<file path="config.mk">
export PLATFORM = sky130hd
export DESIGN_NAME = adci_responder
export DESIGN_NICKNAME = d
export VERILOG_FILES = /design/src/rtl/adci_pkg.sv /design/src/rtl/adci_sync_edge.sv /design/src/rtl/adci_responder.sv
export SDC_FILE = /design/constraint.sdc
export NUM_CORES = 1
export LEC_CHECK = 0
export CORE_MARGIN = 2
export CORE_UTILIZATION = 50
export CTS_CLUSTER_SIZE = 8
export DETAILED_ROUTE_END_ITERATION = 10
export PLACE_DENSITY = 0.76
export SYNTH_ARGS = -nofsm -noshare
export SYNTH_HDL_FRONTEND = slang
export SYNTH_SLANG_ARGS = --single-unit
export TNS_END_PERCENT = 30
</file>
<file path="constraint.sdc">
create_clock -name sys_clk -period 2 [get_ports sys_clk]
set_input_delay 0.5 -clock sys_clk [delete_from_list [all_inputs] [get_ports sys_clk]]
set_output_delay 0.5 -clock sys_clk [all_outputs]
set_load 0.01 [all_outputs]
</file>
<file path="src/rtl/adci_pkg.sv">
// Shared constants, FSM state type and frame builder for the ADC-interface responder.
package adci_pkg;

  localparam int ADCI_FRAME_BITS = 16;
  localparam int ADCI_LEAD_ZEROS = 4;
  localparam int ADCI_DATA_BITS  = 8;
  localparam int ADCI_ADDR_BIT   = 4;
  localparam int ADCI_CNT_W      = 5;

  typedef enum logic [1:0] {
    IDLE  = 2'd0,
    SHIFT = 2'd1,
    HOLD  = 2'd2
  } adci_state_e;

  // Sample framed as 4 leading zeros, 8 data bits MSB-first, 4 trailing zeros.
  function automatic logic [ADCI_FRAME_BITS-1:0] adci_frame(input logic [ADCI_DATA_BITS-1:0] data);
    return {4'b0000, data, 4'b0000};
  endfunction

endpackage

</file>
<file path="src/rtl/adci_sync_edge.sv">
// N-stage synchronizer for an asynchronous pin with registered rise/fall pulses.
module adci_sync_edge #(
  parameter int   STAGES  = 2,
  parameter logic RST_VAL = 1'b1
) (
  input  logic sys_clk,
  input  logic rst,
  input  logic i_din,
  output logic o_rise,
  output logic o_fall
);

  logic [STAGES-1:0] r_sync;
  logic              r_prev;
  logic              r_rise;
  logic              r_fall;

  // Synchronizer chain plus one-cycle edge pulses off its last stage.
  always_ff @(posedge sys_clk) begin
    if (rst) begin
      r_sync <= {STAGES{RST_VAL}};
      r_prev <= RST_VAL;
      r_rise <= 1'b0;
      r_fall <= 1'b0;
    end else begin
      r_sync <= {r_sync[STAGES-2:0], i_din};
      r_prev <= r_sync[STAGES-1];
      r_rise <= r_sync[STAGES-1] & ~r_prev;
      r_fall <= ~r_sync[STAGES-1] & r_prev;
    end
  end

  assign o_rise = r_rise;
  assign o_fall = r_fall;

endmodule

</file>
<file path="src/rtl/adci_responder.sv">
// Emulates a 2-channel 8-bit ADC on the serial bus: returns a 16-bit frame per CSN
// and decodes the channel-select bit shifted in by the master.
module adci_responder
  import adci_pkg::*;
#(
  parameter int SYNC_STAGES = 2
) (
  input  logic                      sys_clk,
  input  logic                      rst,
  input  logic                      en,
  input  logic                      csn,
  input  logic                      sck,
  input  logic                      sdi,
  input  logic [ADCI_DATA_BITS-1:0] ch0_data,
  input  logic [ADCI_DATA_BITS-1:0] ch1_data,
  output logic                      sdo,
  output logic                      sdo_oe,
  output logic                      sel_ch,
  output logic                      frame_done,
  output logic                      frame_err
);

  logic w_csn_rise, w_csn_fall, w_sck_rise, w_sck_fall, w_sdi;
  logic [SYNC_STAGES-1:0] r_sdi_sync;

  adci_state_e r_state, w_state_nxt;
  logic [ADCI_FRAME_BITS-1:0] r_shreg, w_shreg_nxt, w_shifted;
  logic [ADCI_CNT_W-1:0]      r_cnt, w_cnt_nxt;
  logic r_next_ch, w_next_ch_nxt, r_sel, w_sel_nxt, r_sdo, w_sdo_nxt, r_oe, w_oe_nxt;
  logic r_done, w_done_nxt, r_err, w_err_nxt, r_sck_low, w_sck_low_nxt;

  // CSN resets low so that, after a reset with CSN held low, a CSN rise must be seen before a new frame.
  adci_sync_edge #(.STAGES(SYNC_STAGES), .RST_VAL(1'b0)) u_csn_sync (
    .sys_clk(sys_clk), .rst(rst), .i_din(csn), .o_rise(w_csn_rise), .o_fall(w_csn_fall)
  );

  adci_sync_edge #(.STAGES(SYNC_STAGES), .RST_VAL(1'b1)) u_sck_sync (
    .sys_clk(sys_clk), .rst(rst), .i_din(sck), .o_rise(w_sck_rise), .o_fall(w_sck_fall)
  );

  // Level-only synchronizer for the control bit.
  always_ff @(posedge sys_clk) begin
    if (rst) r_sdi_sync <= '0;
    else     r_sdi_sync <= {r_sdi_sync[SYNC_STAGES-2:0], sdi};
  end
  assign w_sdi = r_sdi_sync[SYNC_STAGES-1];

  // State and datapath registers.
  always_ff @(posedge sys_clk) begin
    if (rst) begin
      r_state   <= IDLE;
      r_shreg   <= '0;
      r_cnt     <= '0;
      r_next_ch <= 1'b0;
      r_sel     <= 1'b0;
      r_sdo     <= 1'b0;
      r_oe      <= 1'b0;
      r_done    <= 1'b0;
      r_err     <= 1'b0;
      r_sck_low <= 1'b0;
    end else begin
      r_state   <= w_state_nxt;
      r_shreg   <= w_shreg_nxt;
      r_cnt     <= w_cnt_nxt;
      r_next_ch <= w_next_ch_nxt;
      r_sel     <= w_sel_nxt;
      r_sdo     <= w_sdo_nxt;
      r_oe      <= w_oe_nxt;
      r_done    <= w_done_nxt;
      r_err     <= w_err_nxt;
      r_sck_low <= w_sck_low_nxt;
    end
  end

  // Next-state and next-output logic; CSN edges are tested before SCK edges.
  always_comb begin
    w_state_nxt   = r_state;
    w_shreg_nxt   = r_shreg;
    w_cnt_nxt     = r_cnt;
    w_next_ch_nxt = r_next_ch;
    w_sel_nxt     = r_sel;
    w_sdo_nxt     = r_sdo;
    w_oe_nxt      = r_oe;
    w_done_nxt    = 1'b0;
    w_err_nxt     = 1'b0;
    w_sck_low_nxt = r_sck_low;
    w_shifted     = {r_shreg[ADCI_FRAME_BITS-2:0], 1'b0};
    if (!en) begin
      w_state_nxt = IDLE;
      w_cnt_nxt   = '0;
      w_sdo_nxt   = 1'b0;
      w_oe_nxt    = 1'b0;
    end else begin
      case (r_state)
        IDLE: begin
          w_sdo_nxt = 1'b0;
          w_oe_nxt  = 1'b0;
          w_cnt_nxt = '0;
          if (w_csn_fall) begin
            w_shreg_nxt   = adci_frame(r_sel ? ch1_data : ch0_data);
            w_sdo_nxt     = w_shreg_nxt[ADCI_FRAME_BITS-1];
            w_oe_nxt      = 1'b1;
            w_sck_low_nxt = 1'b0;
            w_state_nxt   = SHIFT;
          end
        end
        SHIFT: begin
          if (w_csn_rise) begin
            w_err_nxt   = 1'b1;
            w_sdo_nxt   = 1'b0;
            w_oe_nxt    = 1'b0;
            w_cnt_nxt   = '0;
            w_state_nxt = IDLE;
          end else begin
            // A rise only counts once SCK has been seen low inside this frame.
            if (w_sck_fall) w_sck_low_nxt = 1'b1;
            if (w_sck_rise && r_sck_low) begin
              w_cnt_nxt   = r_cnt + 5'd1;
              if (r_cnt == ADCI_CNT_W'(ADCI_ADDR_BIT)) w_next_ch_nxt = w_sdi;
              w_shreg_nxt = w_shifted;
              w_sdo_nxt   = w_shifted[ADCI_FRAME_BITS-1];
              if (r_cnt == ADCI_CNT_W'(ADCI_FRAME_BITS-1)) begin
                w_sel_nxt   = r_next_ch;
                w_done_nxt  = 1'b1;
                w_sdo_nxt   = 1'b0;
                w_state_nxt = HOLD;
              end
            end
          end
        end
        HOLD: begin
          w_sdo_nxt = 1'b0;
          w_oe_nxt  = 1'b1;
          if (w_csn_rise) begin
            w_oe_nxt    = 1'b0;
            w_state_nxt = IDLE;
          end
        end
        default: begin
          w_sdo_nxt   = 1'b0;
          w_oe_nxt    = 1'b0;
          w_state_nxt = IDLE;
        end
      endcase
    end
  end

  assign sdo        = r_sdo;
  assign sdo_oe     = r_oe;
  assign sel_ch     = r_sel;
  assign frame_done = r_done;
  assign frame_err  = r_err;

endmodule
</file>
==> results.md <==
* DP Wirelength at 2.18 mm
* H-Tree Depth at 2
* Total Power at 1370 uW
* Total die area at 0.00367 sq mm
* IO buf count at 26
* Critical path arrival at about 1200 ps
* Initial core utilization at 52.5%
* Critical path's largest stage delay at 550 ps
* Nets at 221
* # setup viols final at 0
* Largest net degree at the start of global routing at 21
* GRT Max-Usage Layer: met2
* CP max stage cell: clkdlybuf4s50_1
* Final hold vios at 0
* Final worst slack at 271 ps
* HP Class: reg -> reg
* Setup Slack @ Placement at 42.7 ps
* Post-synthesis async set-or-reset flop share at 0%
* Most frequent cells in the layout: dfxtp_1 (37), clkdlybuf4s50_1 (26), nand2_1 (20), nor2b_1 (10), mux2i_1 (10)
* Post-route setup TNS at 0 ps
* Reg2Reg Capture Point: sel_ch
* Vias at about 1,300
* Antenna violations before repair at 0
* Max-Cap Viols at 0
* Wirelength, routed at 3.01 mm
* Avg Inst Size Synth at 9.48 sq um
* CTS Buffer Depth at 2
* Vias in the first global route at 1,207
* Compound-cell area share of the yosys netlist at 14.7%
* CTS tree: yes
* RD Place Congestion at 0.809
* Drc violations at 0
* GR Util met2 at 31.6%
* Peak supply drop at 0.000449 V
* Critical-path maximum fanout at 2
* Clock Root Buffer: clkbuf_4
* # Post-CTS Setup Buffers at 0
* # clock sinks at 37
* Ant diodes at 0
* CTS buffer count at 5
* Slew Limit Headroom at approximately 63%
* M3 GR Usage at 7.04%
* Worst-path cell chain: clkdlybuf4s50_1
* Synth-to-Final Area Change at 22.7%
* Synth Instances at 169
* # fillers at 284
* Final Cycle Share at 86.5%
* Power Dens Cells at 699 mW/mm^2
* Synthesized area at 0.00160 sq mm
* Buf+Inv Stages, Crit Path at 1
* Number of synthesized flops with an enable pin at 0
* Routed vias/inst at 5.34
* Hold path start: u_sck_sync.r_sync[0]
* Clock transition at path regs at 100 ps
* Layout cell share with drive strength beyond 1 at 13.2%
* FF+latch count, synth at 37
* Main synth FF type: dfxtp_1
* Reg2Reg Depth at 4
* Drt pass-1 iters at 4
* Number of DRC markers in iteration 0 at 17
* Num ports at 27
* Simple-gate share of the synthesized area at a little under a quarter
* GR met1 Demand/Resource at about 22%
* Reg2reg start: r_state[0]
* Pins Over Slew Limit at 0
* Tightest Pin Transition at 560 ps
* Die Ht at 60.6 um
* Layout Skew at roughly 3.8 ps
* Cts repair resizes at 0
* Hold Path End: u_sck_sync.r_sync[1]
* Post-route ant nets at 0
* First-pass GRT wire length at between 5 and 6 mm
* Synth cell types at 36
* Worst setup EP type: output pin
* Main combinational cell family by area after synthesis: simple AND/OR/NAND/NOR gates
* Sequential-to-total area share from yosys stat at 46.3%
* Number of stages on the worst hold path at 1
* XOR/XNOR share of the synthesized area at 1.64%
* Clock period minus worst slack at 1730 ps
* FP Rows at 20
* Reg2Reg Setup Slack at roughly 380 ps
* GRT Overall Usage at 18.8%
* RSZ-0062 raised after global routing: false
* Status: finished clean
* Fraction of synthesized area in multiplexers at 6.95%
* Crit-path leading delay family: buffers and inverters
* Post-Syn Nets at between 150 and 200
* Yosys warns at 0
* Critical path data required time at 1500 ps
* CTS Hold Bufs at 0
* Fmax at 0.578 GHz
* Startpoint types: flop
* Leading cell type in the layout, fill and taps excluded: dfxtp_1
* Critical path type: reg -> out
* Synth Area in Adders at 2.34%
* Grt total ovfl at 0
* Core Box Area at between 0.003 and 0.004 sq mm
* Pleak at between 0.0007 and 0.0008 uW
* Avg WL per Cell at 12.5 um
* DIE WIDTH at 60.6 um
* Later-pin clock latency in the skew report at 340 ps
## layer usage
layer	wire length (um)	vias up
li1	-	639
met1	1360	616
met2	1490	29
met3	131	4
met4	34	0
met5	0	-
## Yosys cell counts (3+ instances only)
library cell  count  area, sq um
nor2b_1          10         62.6
mux2i_1          10          100
nor3_1            4         20.0
o211ai_1          7         52.6
xnor2_1           3         26.3
buf_6             3         33.8
a21oi_1           9         45.0
nor3b_1           3         22.5
nand4_1           3         18.8
buf_2             3         15.0
nand2_1          20         75.1
nor2_1            9         33.8
ha_1              3         37.5
a211oi_1          3         22.5
a21oi_2           7         61.3
inv_1             6         22.5
nand3_1           5         25.0
clkbuf_1          3         11.3
dfxtp_1          37          741
or2_2             4         25.0
## report_power, final
group | switching (uW) | internal (uW) | total, uW
clock network | 239 | 299 | 537
registers | 4.65 | 747 | 751
logic | 31.1 | 53.9 | 85.0
## area by class of cell
cell class | instances | area, sq um | share of cell area, %
clock inverter | 1 | 30.0 | 1.53
tap | 44 | 55.1 | 2.80
multi-input combinational | 116 | 771 | 39.2
sequential | 37 | 741 | 37.7
timing repair buffer | 30 | 290 | 14.8
clock buffer | 7 | 55.1 | 2.80
inverter | 6 | 22.5 | 1.15
## how the worst max path moves through the flow
stage,startpoint,to,slack (ps),depth (start not counted)
5_1_grt,sel_ch,sel_ch,210,1
4_1_cts,sel_ch,sel_ch,250,1
6_report,sel_ch,sel_ch,270,1
3_3_place_gp,en,r_shreg[6],80,5
3_5_place_dp,en,r_shreg[11],40,5
2_1_floorplan,r_cnt[0],sel_ch,640,6
## flip-flops by register name, summed over array words and instances (netlist names)
register,cells
sdo,1
r_sck_low,1
frame_done,1
r_sdi_sync,2
u_sck_sync.o_rise,1
r_next_ch,1
u_csn_sync.o_fall,1
r_shreg,11
frame_err,1
r_cnt,5
r_state,2
sel_ch,1
u_csn_sync.r_sync,2
u_sck_sync.o_fall,1
u_sck_sync.r_prev,1
u_csn_sync.o_rise,1
sdo_oe,1
u_sck_sync.r_sync,2
u_csn_sync.r_prev,1
## kinds of logic (layout without fill, tap and decap cells)
group | Yosys count | in the layout
fa+ha+maj | 3 | 3
mux | 11 | 11
flops | 37 | 37
simple gates | 67 | 67
compound gates | 32 | 32
buf+inv | 16 | 44
xor+xnor | 3 | 3
## metrics by stage
stage          cell area (sq um)  hold slack (ps)  std cells  utilization, %
5_1_grt                     1960              437        241            64.3
4_1_cts                     1960              421        241            64.3
2_1_floorplan               1600              383        169               -
6_report                    1960              418        241            64.3
3_5_place_dp                1880              396        233            61.6
3_3_place_gp                1880              389        233            61.6
Power figures use the tool's default switching activity.
